`config.mk`:
```
export PLATFORM = sky130hd
export DESIGN_NAME = prog_ctr_stack
export DESIGN_NICKNAME = d
export VERILOG_FILES = /design/src/rtl/prog_ctr_pkg.sv /design/src/rtl/prog_ctr_stack_ret_stack.sv /design/src/rtl/prog_ctr_stack.sv
export SDC_FILE = /design/constraint.sdc
export NUM_CORES = 1
export LEC_CHECK = 0
export BUFFER_PORTS_ARGS = -buffer_cell sky130_fd_sc_hd__buf_4
export CAP_MARGIN = 20
export CORE_MARGIN = 2
export CORE_UTILIZATION = 35
export CTS_CLUSTER_SIZE = 30
export DETAILED_ROUTE_END_ITERATION = 6
export PLACE_DENSITY_LB_ADDON = 0.25
export SYNTH_ARGS = -nofsm -noshare
export SYNTH_HDL_FRONTEND = slang
export SYNTH_HIERARCHICAL = 1
export SYNTH_SLANG_ARGS = --single-unit
export TNS_END_PERCENT = 10
```
`constraint.sdc`:
```
create_clock -name Clk -period 7.9 [get_ports Clk]
set_input_delay 0.395 -clock Clk [delete_from_list [all_inputs] [get_ports Clk]]
set_output_delay 0.395 -clock Clk [all_outputs]
set_load 0.005 [all_outputs]
```
`src/rtl/prog_ctr_pkg.sv`:
```
// prog_ctr_pkg
// Shared types for the program counter with call/return stack.
//   state_t    : run-control state (IDLE, RUN, HALTED, FAULT), 2-bit encoding
//   pc_src_t   : selects where the next program counter value comes from
// Used by prog_ctr_stack. The optional bounds check is enabled by defining
// PROG_CTR_BOUNDS_EN; it is implemented in prog_ctr_stack.sv.
package prog_ctr_pkg;

  typedef enum logic [1:0] {
    IDLE   = 2'd0,
    RUN    = 2'd1,
    HALTED = 2'd2,
    FAULT  = 2'd3
  } state_t;

  typedef enum logic [2:0] {
    HOLD   = 3'd0,
    INC    = 3'd1,
    BR_ABS = 3'd2,
    BR_REL = 3'd3,
    CALL   = 3'd4,
    RET    = 3'd5,
    START  = 3'd6
  } pc_src_t;

endpackage

```
`src/rtl/prog_ctr_stack_ret_stack.sv`:
```
// ret_stack
// Return-address LIFO for the program counter.
// Ports:
//   clock    : rising-edge clock
//   reset    : asynchronous active-high, empties the stack
//   clear    : synchronous pointer reset (entries are left as they are)
//   push     : write pushData on top (ignored when full)
//   pop      : discard the top entry (ignored when empty)
//   pushData : return address to store
//   top      : most recently pushed entry, don't-care when empty
//   empty    : no valid entries
//   full     : STACK_DEPTH valid entries
module ret_stack #(
  parameter int PC_W        = 10,
  parameter int STACK_DEPTH = 4
) (
  input  logic            clock,
  input  logic            reset,
  input  logic            clear,
  input  logic            push,
  input  logic            pop,
  input  logic [PC_W-1:0] pushData,
  output logic [PC_W-1:0] top,
  output logic            empty,
  output logic            full
);

  localparam int PTR_W = $clog2(STACK_DEPTH + 1);
  localparam int IDX_W = (STACK_DEPTH > 1) ? $clog2(STACK_DEPTH) : 1;
  localparam logic [PTR_W-1:0] FULL_PTR = PTR_W'(STACK_DEPTH);

  logic [PTR_W-1:0] ptr;
  logic [PTR_W-1:0] ptrDec;
  logic [PC_W-1:0]  entries [0:(1<<IDX_W)-1];

  assign ptrDec = ptr - PTR_W'(1);
  assign empty  = (ptr == '0);
  assign full   = (ptr == FULL_PTR);
  assign top    = entries[ptrDec[IDX_W-1:0]];

  // Pointer counts valid entries; clear takes priority so a restart always
  // begins with an empty stack.
  always_ff @(posedge clock or posedge reset) begin
    if (reset) begin
      ptr <= '0;
    end else if (clear) begin
      ptr <= '0;
    end else if (push && !full) begin
      ptr <= ptr + PTR_W'(1);
    end else if (pop && !empty) begin
      ptr <= ptrDec;
    end
  end

  // Entry storage needs no reset: only entries below the pointer are ever read.
  always_ff @(posedge clock) begin
    if (push && !full && !clear) begin
      entries[ptr[IDX_W-1:0]] <= pushData;
    end
  end

endmodule

```
`src/rtl/prog_ctr_stack.sv`:
```
// prog_ctr_stack
// Program counter with absolute/relative branches, call/return stack and a
// run/halt/fault state machine. ProgCtr is registered; every update appears
// one edge after the controlling inputs are sampled.
// Ports:
//   Clk, Reset          : clock, asynchronous active-high reset
//   Start               : launch from START_ADDR (IDLE/HALTED/FAULT only)
//   Halt                : stop fetching, hold PC
//   Branch, ConditionalBranch, Flag, RelMode, Target : branch control
//   Call, Ret           : push PC+1 and jump / pop return address
//   ProgCtr             : fetch address
//   Running, Done, Fault: state decode (RUN, HALTED, FAULT)
//   StackEmpty, StackFull : return stack status
// Optional feature: define PROG_CTR_BOUNDS_EN to fault on any next PC above
// MAX_ADDR while running.
module prog_ctr_stack
  import prog_ctr_pkg::*;
#(
  parameter int              PC_W        = 10,
  parameter int              STACK_DEPTH = 4,
  parameter logic [PC_W-1:0] START_ADDR  = '0,
  parameter logic [PC_W-1:0] MAX_ADDR    = '1
) (
  input  logic            Clk,
  input  logic            Reset,
  input  logic            Start,
  input  logic            Halt,
  input  logic            Branch,
  input  logic            ConditionalBranch,
  input  logic            Flag,
  input  logic            RelMode,
  input  logic            Call,
  input  logic            Ret,
  input  logic [PC_W-1:0] Target,
  output logic [PC_W-1:0] ProgCtr,
  output logic            Running,
  output logic            Done,
  output logic            Fault,
  output logic            StackEmpty,
  output logic            StackFull
);

  state_t          state;
  state_t          nextState;
  pc_src_t         pcSrc;
  logic [PC_W-1:0] nextPc;
  logic [PC_W-1:0] incPc;
  logic [PC_W-1:0] topAddr;
  logic            taken;
  logic            push;
  logic            pop;
  logic            clear;

  assign taken = Branch & (~ConditionalBranch | Flag);
  assign incPc = ProgCtr + PC_W'(1);

  ret_stack #(
    .PC_W        (PC_W),
    .STACK_DEPTH (STACK_DEPTH)
  ) u_ret_stack (
    .clock    (Clk),
    .reset    (Reset),
    .clear    (clear),
    .push     (push),
    .pop      (pop),
    .pushData (incPc),
    .top      (topAddr),
    .empty    (StackEmpty),
    .full     (StackFull)
  );

  // Next-state and next-PC selection. Inside RUN the checks are ordered so
  // Halt beats everything, a Call/Ret conflict beats either alone, and
  // branches are only considered when neither Call nor Ret is active.
  always_comb begin
    nextState = state;
    pcSrc     = HOLD;
    case (state)
      RUN: begin
        if (Halt) begin
          nextState = HALTED;
        end else if (Call && Ret) begin
          nextState = FAULT;
        end else if (Ret) begin
          if (StackEmpty) nextState = FAULT;
          else            pcSrc     = RET;
        end else if (Call) begin
          if (StackFull) nextState = FAULT;
          else           pcSrc     = CALL;
        end else if (taken) begin
          pcSrc = RelMode ? BR_REL : BR_ABS;
        end else begin
          pcSrc = INC;
        end
      end
      default: begin
        if (Start) begin
          nextState = RUN;
          pcSrc     = START;
        end
      end
    endcase

    // Relative targets are two's-complement offsets; at PC_W bits the
    // plain sum already equals PC + sign-extended offset modulo 2^PC_W.
    case (pcSrc)
      INC:     nextPc = incPc;
      BR_ABS:  nextPc = Target;
      BR_REL:  nextPc = ProgCtr + Target;
      CALL:    nextPc = Target;
      RET:     nextPc = topAddr;
      START:   nextPc = START_ADDR;
      default: nextPc = ProgCtr;
    endcase

`ifdef PROG_CTR_BOUNDS_EN
    // An out-of-range destination faults instead of moving, and must not
    // disturb the stack either.
    if (state == RUN && pcSrc != HOLD && nextPc > MAX_ADDR) begin
      nextState = FAULT;
      pcSrc     = HOLD;
      nextPc    = ProgCtr;
    end
`endif

    push  = (pcSrc == CALL);
    pop   = (pcSrc == RET);
    clear = (pcSrc == START);
  end

`ifndef PROG_CTR_BOUNDS_EN
  logic unusedMaxAddr;
  assign unusedMaxAddr = ^MAX_ADDR;
`endif

  // State and PC registers; reset parks the core in IDLE at START_ADDR.
  always_ff @(posedge Clk or posedge Reset) begin
    if (Reset) begin
      state   <= IDLE;
      ProgCtr <= START_ADDR;
    end else begin
      state   <= nextState;
      ProgCtr <= nextPc;
    end
  end

  assign Running = (state == RUN);
  assign Done    = (state == HALTED);
  assign Fault   = (state == FAULT);

endmodule

```
==> results.md <==
* Area Overhead vs Synth at 14.2%
* Final min period at 4.07 ns
* Worst hold start: Halt
* Multiplexer share of the synthesized area at 0.0790
* Largest net degree at the start of global routing at 21
* Starting Density at 0.362
* Avg WL per Cell at 17.7 um
* Post-Synth Simple-Gate Area at 0.116
* Critical path class: reg -> reg
* Post-DP HPWL at 5310 um
* CP Capture Type: flop
* Placed insts at 388
* Seq/Total Area, Yosys at 0.497
* Setup-failing EPs final at 0
* Hold-fix buffers, CTS at 1
* Cells after synthesis at around 250
* Post-Place Worst Slack at around 3.8 ns
* GRT Util Overall at 0.147
* RR Endpoint: u_ret_stack/ptr[0]$_DFFE_PP0P_
* DIE AREA at 9830 um^2
* Top FF cell, synth: edfxtp_1
* Power per cell area at 336 nW/um^2
* Worst reg-to-reg path cell count at 10
* Period utilisation layout at 0.516
* Post-DR vias/cell at about 5.6
* Most frequent cells in the layout: edfxtp_1, buf_4, dfrtp_1, ha_1, a21oi_1
* Clk sinks at 55
* Routed WL at around 7000 um
* DRT Pass-1 Iters at 4
* Post-DP Area at between 3000 and 4000 um^2
* Setup Fix Bufs, Post-CTS at 0
* IO Pins at 35
* Layout cells sized above 1 at 0.239
* Leakage at roughly 1.4 nW
* N_diodes at 0
* Final Hold Viols at 0
* Least-Margin Pin Slew at ~1.1 ns
* CTS tree: done
* CTS clk-pin slew, worst paths at ~0.10 ns
* Finished Core Util at 0.413
* Final #Nets at between 300 and 400
* Syn avg cell area at ~13 um^2
* Reg-to-reg slack, setup at approximately 3.8 ns
* Fmax at 245 MHz
* Relative slew slack at 0.272
* Buffers on Ports at 34
* Synthesized-area fraction occupied by adder cells at 0.0655
* Die Wd at roughly 99 um
* Number of global-route vias before repair at ~2.2k
* Largest family of logic cells by synthesized area: compound AO/OA/AOI/OAI gates
* Worst IR drop on VDD at roughly 110 uV
* Num CTS Buffers at 5
* First-pass GRT wire length at 11400 um
* Die Height at 99.2 um
* Maxcap violations at 0
* Worst clock skew at between 0.008 and 0.009 ns
* Final Cell Area at 3620 um^2
* Setup TNS at 0 ns
* Reg-to-reg startpoint: u_ret_stack/ptr[0]$_DFFE_PP0P_
* CP startpoint kind: flop
* Crit-path slowest cell: dfrtp_1
* Post-synth EDFFs at 40
* Final antenna-violating net count at 0
* Total Power at ~1.2 mW
* Critical Path RT at 8.10 ns
* Mapped Area at between 3000 and 4000 um^2
* Max-slew violations at 0
* Post-synthesis compound-gate area fraction at 0.169
* Vias at ~2.2k
* Synth unique cells at 55
* Number of remaining DRC errors at 0
* Placer Congestion at 0.794
* Core region area at approximately 8800 um^2
* FF+latch count, synth at 55
* CTS root buffer: clkbuf_8
* Critical path fanouts, max at 15
* Bufs on Longest Clock Path at 2
* Initial DRC Count at 138
* Setup crit start: u_ret_stack/ptr[0]$_DFFE_PP0P_
* Worst Hold Class: in -> reg
* Mapped Nets at around 290
* Status: finished, final reports clean
* Fill count at 845
* Core Rows at 34
* Yosys warns at 6
* Finished Layout Cells at 397
* GRT Residual Overflow at 0
* Largest stage delay on the critical path at roughly 0.84 ns
* Hold WS at 0.298 ns
* Worst Setup Slack, final at 3.83 ns
* Most common cell after layout, fill and taps aside: edfxtp_1
* Crit path to: u_ret_stack/ptr[0]$_DFFE_PP0P_
* Post_cts resized at 0
* RSZ-0062 raised after global routing: false
* Post-Synth XOR/XNOR Area at 0.0415
* Clock latency on the worst-skew pair at ~0.31 ns
* CTS H-Tree Depth at 2
* Crit path DAT at about 4.3 ns
* CP cell instances: inv_1 -> ha_1 -> and2_2 -> or4b_4 -> o41a_2 -> a2111oi_4 -> mux2i_1 -> a21oi_2 -> nor2_2 -> mux2_4
* Async S/R FF share, synth at 0.273
* Initial antenna violation count at 0
-- kinds of logic after synthesis --
kind of cell | count (synthesis)
compound gates | 71
xor+xnor | 15
fa+ha+maj | 16
buf+inv | 19
flops | 55
mux | 12
simple gates | 65
-- how the worst min path moves through the flow --
stage,end,slack (ns),cells past startpoint
2_1_floorplan,u_ret_stack/ptr[0]$_DFFE_PP0P_,0.15,1
3_3_place_gp,u_ret_stack/ptr[2]$_DFFE_PP0P_,0.28,2
3_5_place_dp,u_ret_stack/ptr[2]$_DFFE_PP0P_,0.28,2
4_1_cts,state[0]$_DFFE_PP0P_,0.28,2
5_1_grt,state[0]$_DFFE_PP0P_,0.31,2
6_report,state[0]$_DFFE_PP0P_,0.30,2
-- synthesized netlist by cell type (3+ instances only) --
| master | number | area share |
|---|---|---|
| xor2_1 | 7 | 0.019 |
| mux4_2 | 10 | 0.071 |
| ha_1 | 15 | 0.059 |
| a211oi_1 | 3 | 0.0071 |
| o21ai_0 | 8 | 0.013 |
| nand2_1 | 12 | 0.014 |
| o22ai_1 | 3 | 0.0059 |
| a22oi_1 | 9 | 0.021 |
| nor2_1 | 9 | 0.011 |
| a221oi_1 | 6 | 0.017 |
| inv_1 | 12 | 0.014 |
| o21ai_1 | 3 | 0.0047 |
| dfrtp_1 | 15 | 0.12 |
| a21oi_1 | 13 | 0.021 |
| buf_6 | 3 | 0.011 |
| and2_1 | 5 | 0.0099 |
| a21o_1 | 6 | 0.014 |
| buf_2 | 4 | 0.0063 |
| nand3_1 | 7 | 0.011 |
| edfxtp_1 | 40 | 0.38 |
| o21a_1 | 3 | 0.0071 |
| nand4_1 | 3 | 0.0059 |
| and3_1 | 10 | 0.020 |
| xnor2_1 | 8 | 0.022 |
-- report_power, final --
part / switching, mW / leakage [nW] / internal (mW) / total (mW)
clock: 0.101 / 0.0511 / 0.0672 / 0.168
sequential: 0.0718 / 0.551 / 0.387 / 0.459
combinational: 0.317 / 0.836 / 0.272 / 0.589
total: 0.489 / 1.44 / 0.726 / 1.22
-- registers in the layout, indices dropped and copies added (netlist names) --
name	cells
u_ret_stack/entries	40
state	2
u_ret_stack/ptr	3
ProgCtr	10
-- area by class of cell --
class,instances,area [um^2],share of cell area
clock inverter,3,28.8,0.00795
sequential,55,1580,0.436
multi-input combinational,179,1500,0.414
clock buffer,5,68.8,0.0190
tap,108,135,0.0373
inverter,12,45.0,0.0124
timing repair buffer,35,265,0.0733
-- critical path: cells and delay by family, from the launching register on --
kind / cells / cell delay [ns]
AND/OR/NAND/NOR: 3 / 0.83
flip-flops: 1 / 0.84
buffers and inverters: 1 / 0.19
multiplexers: 2 / 0.52
AO/OA/AOI/OAI: 3 / 1.25
adder cells (fa/ha/maj): 1 / 0.33
-- layer usage --
metal  vias to the layer above  wire length [um]  track usage
met5                         -                 0            0
met4                         0               119       0.0464
met3                        10               425       0.0281
met2                        66              3170        0.224
met1                      1086              3300        0.213
li1                       1061                 -            -
No activity file was read; power rests on OpenSTA's default activity.
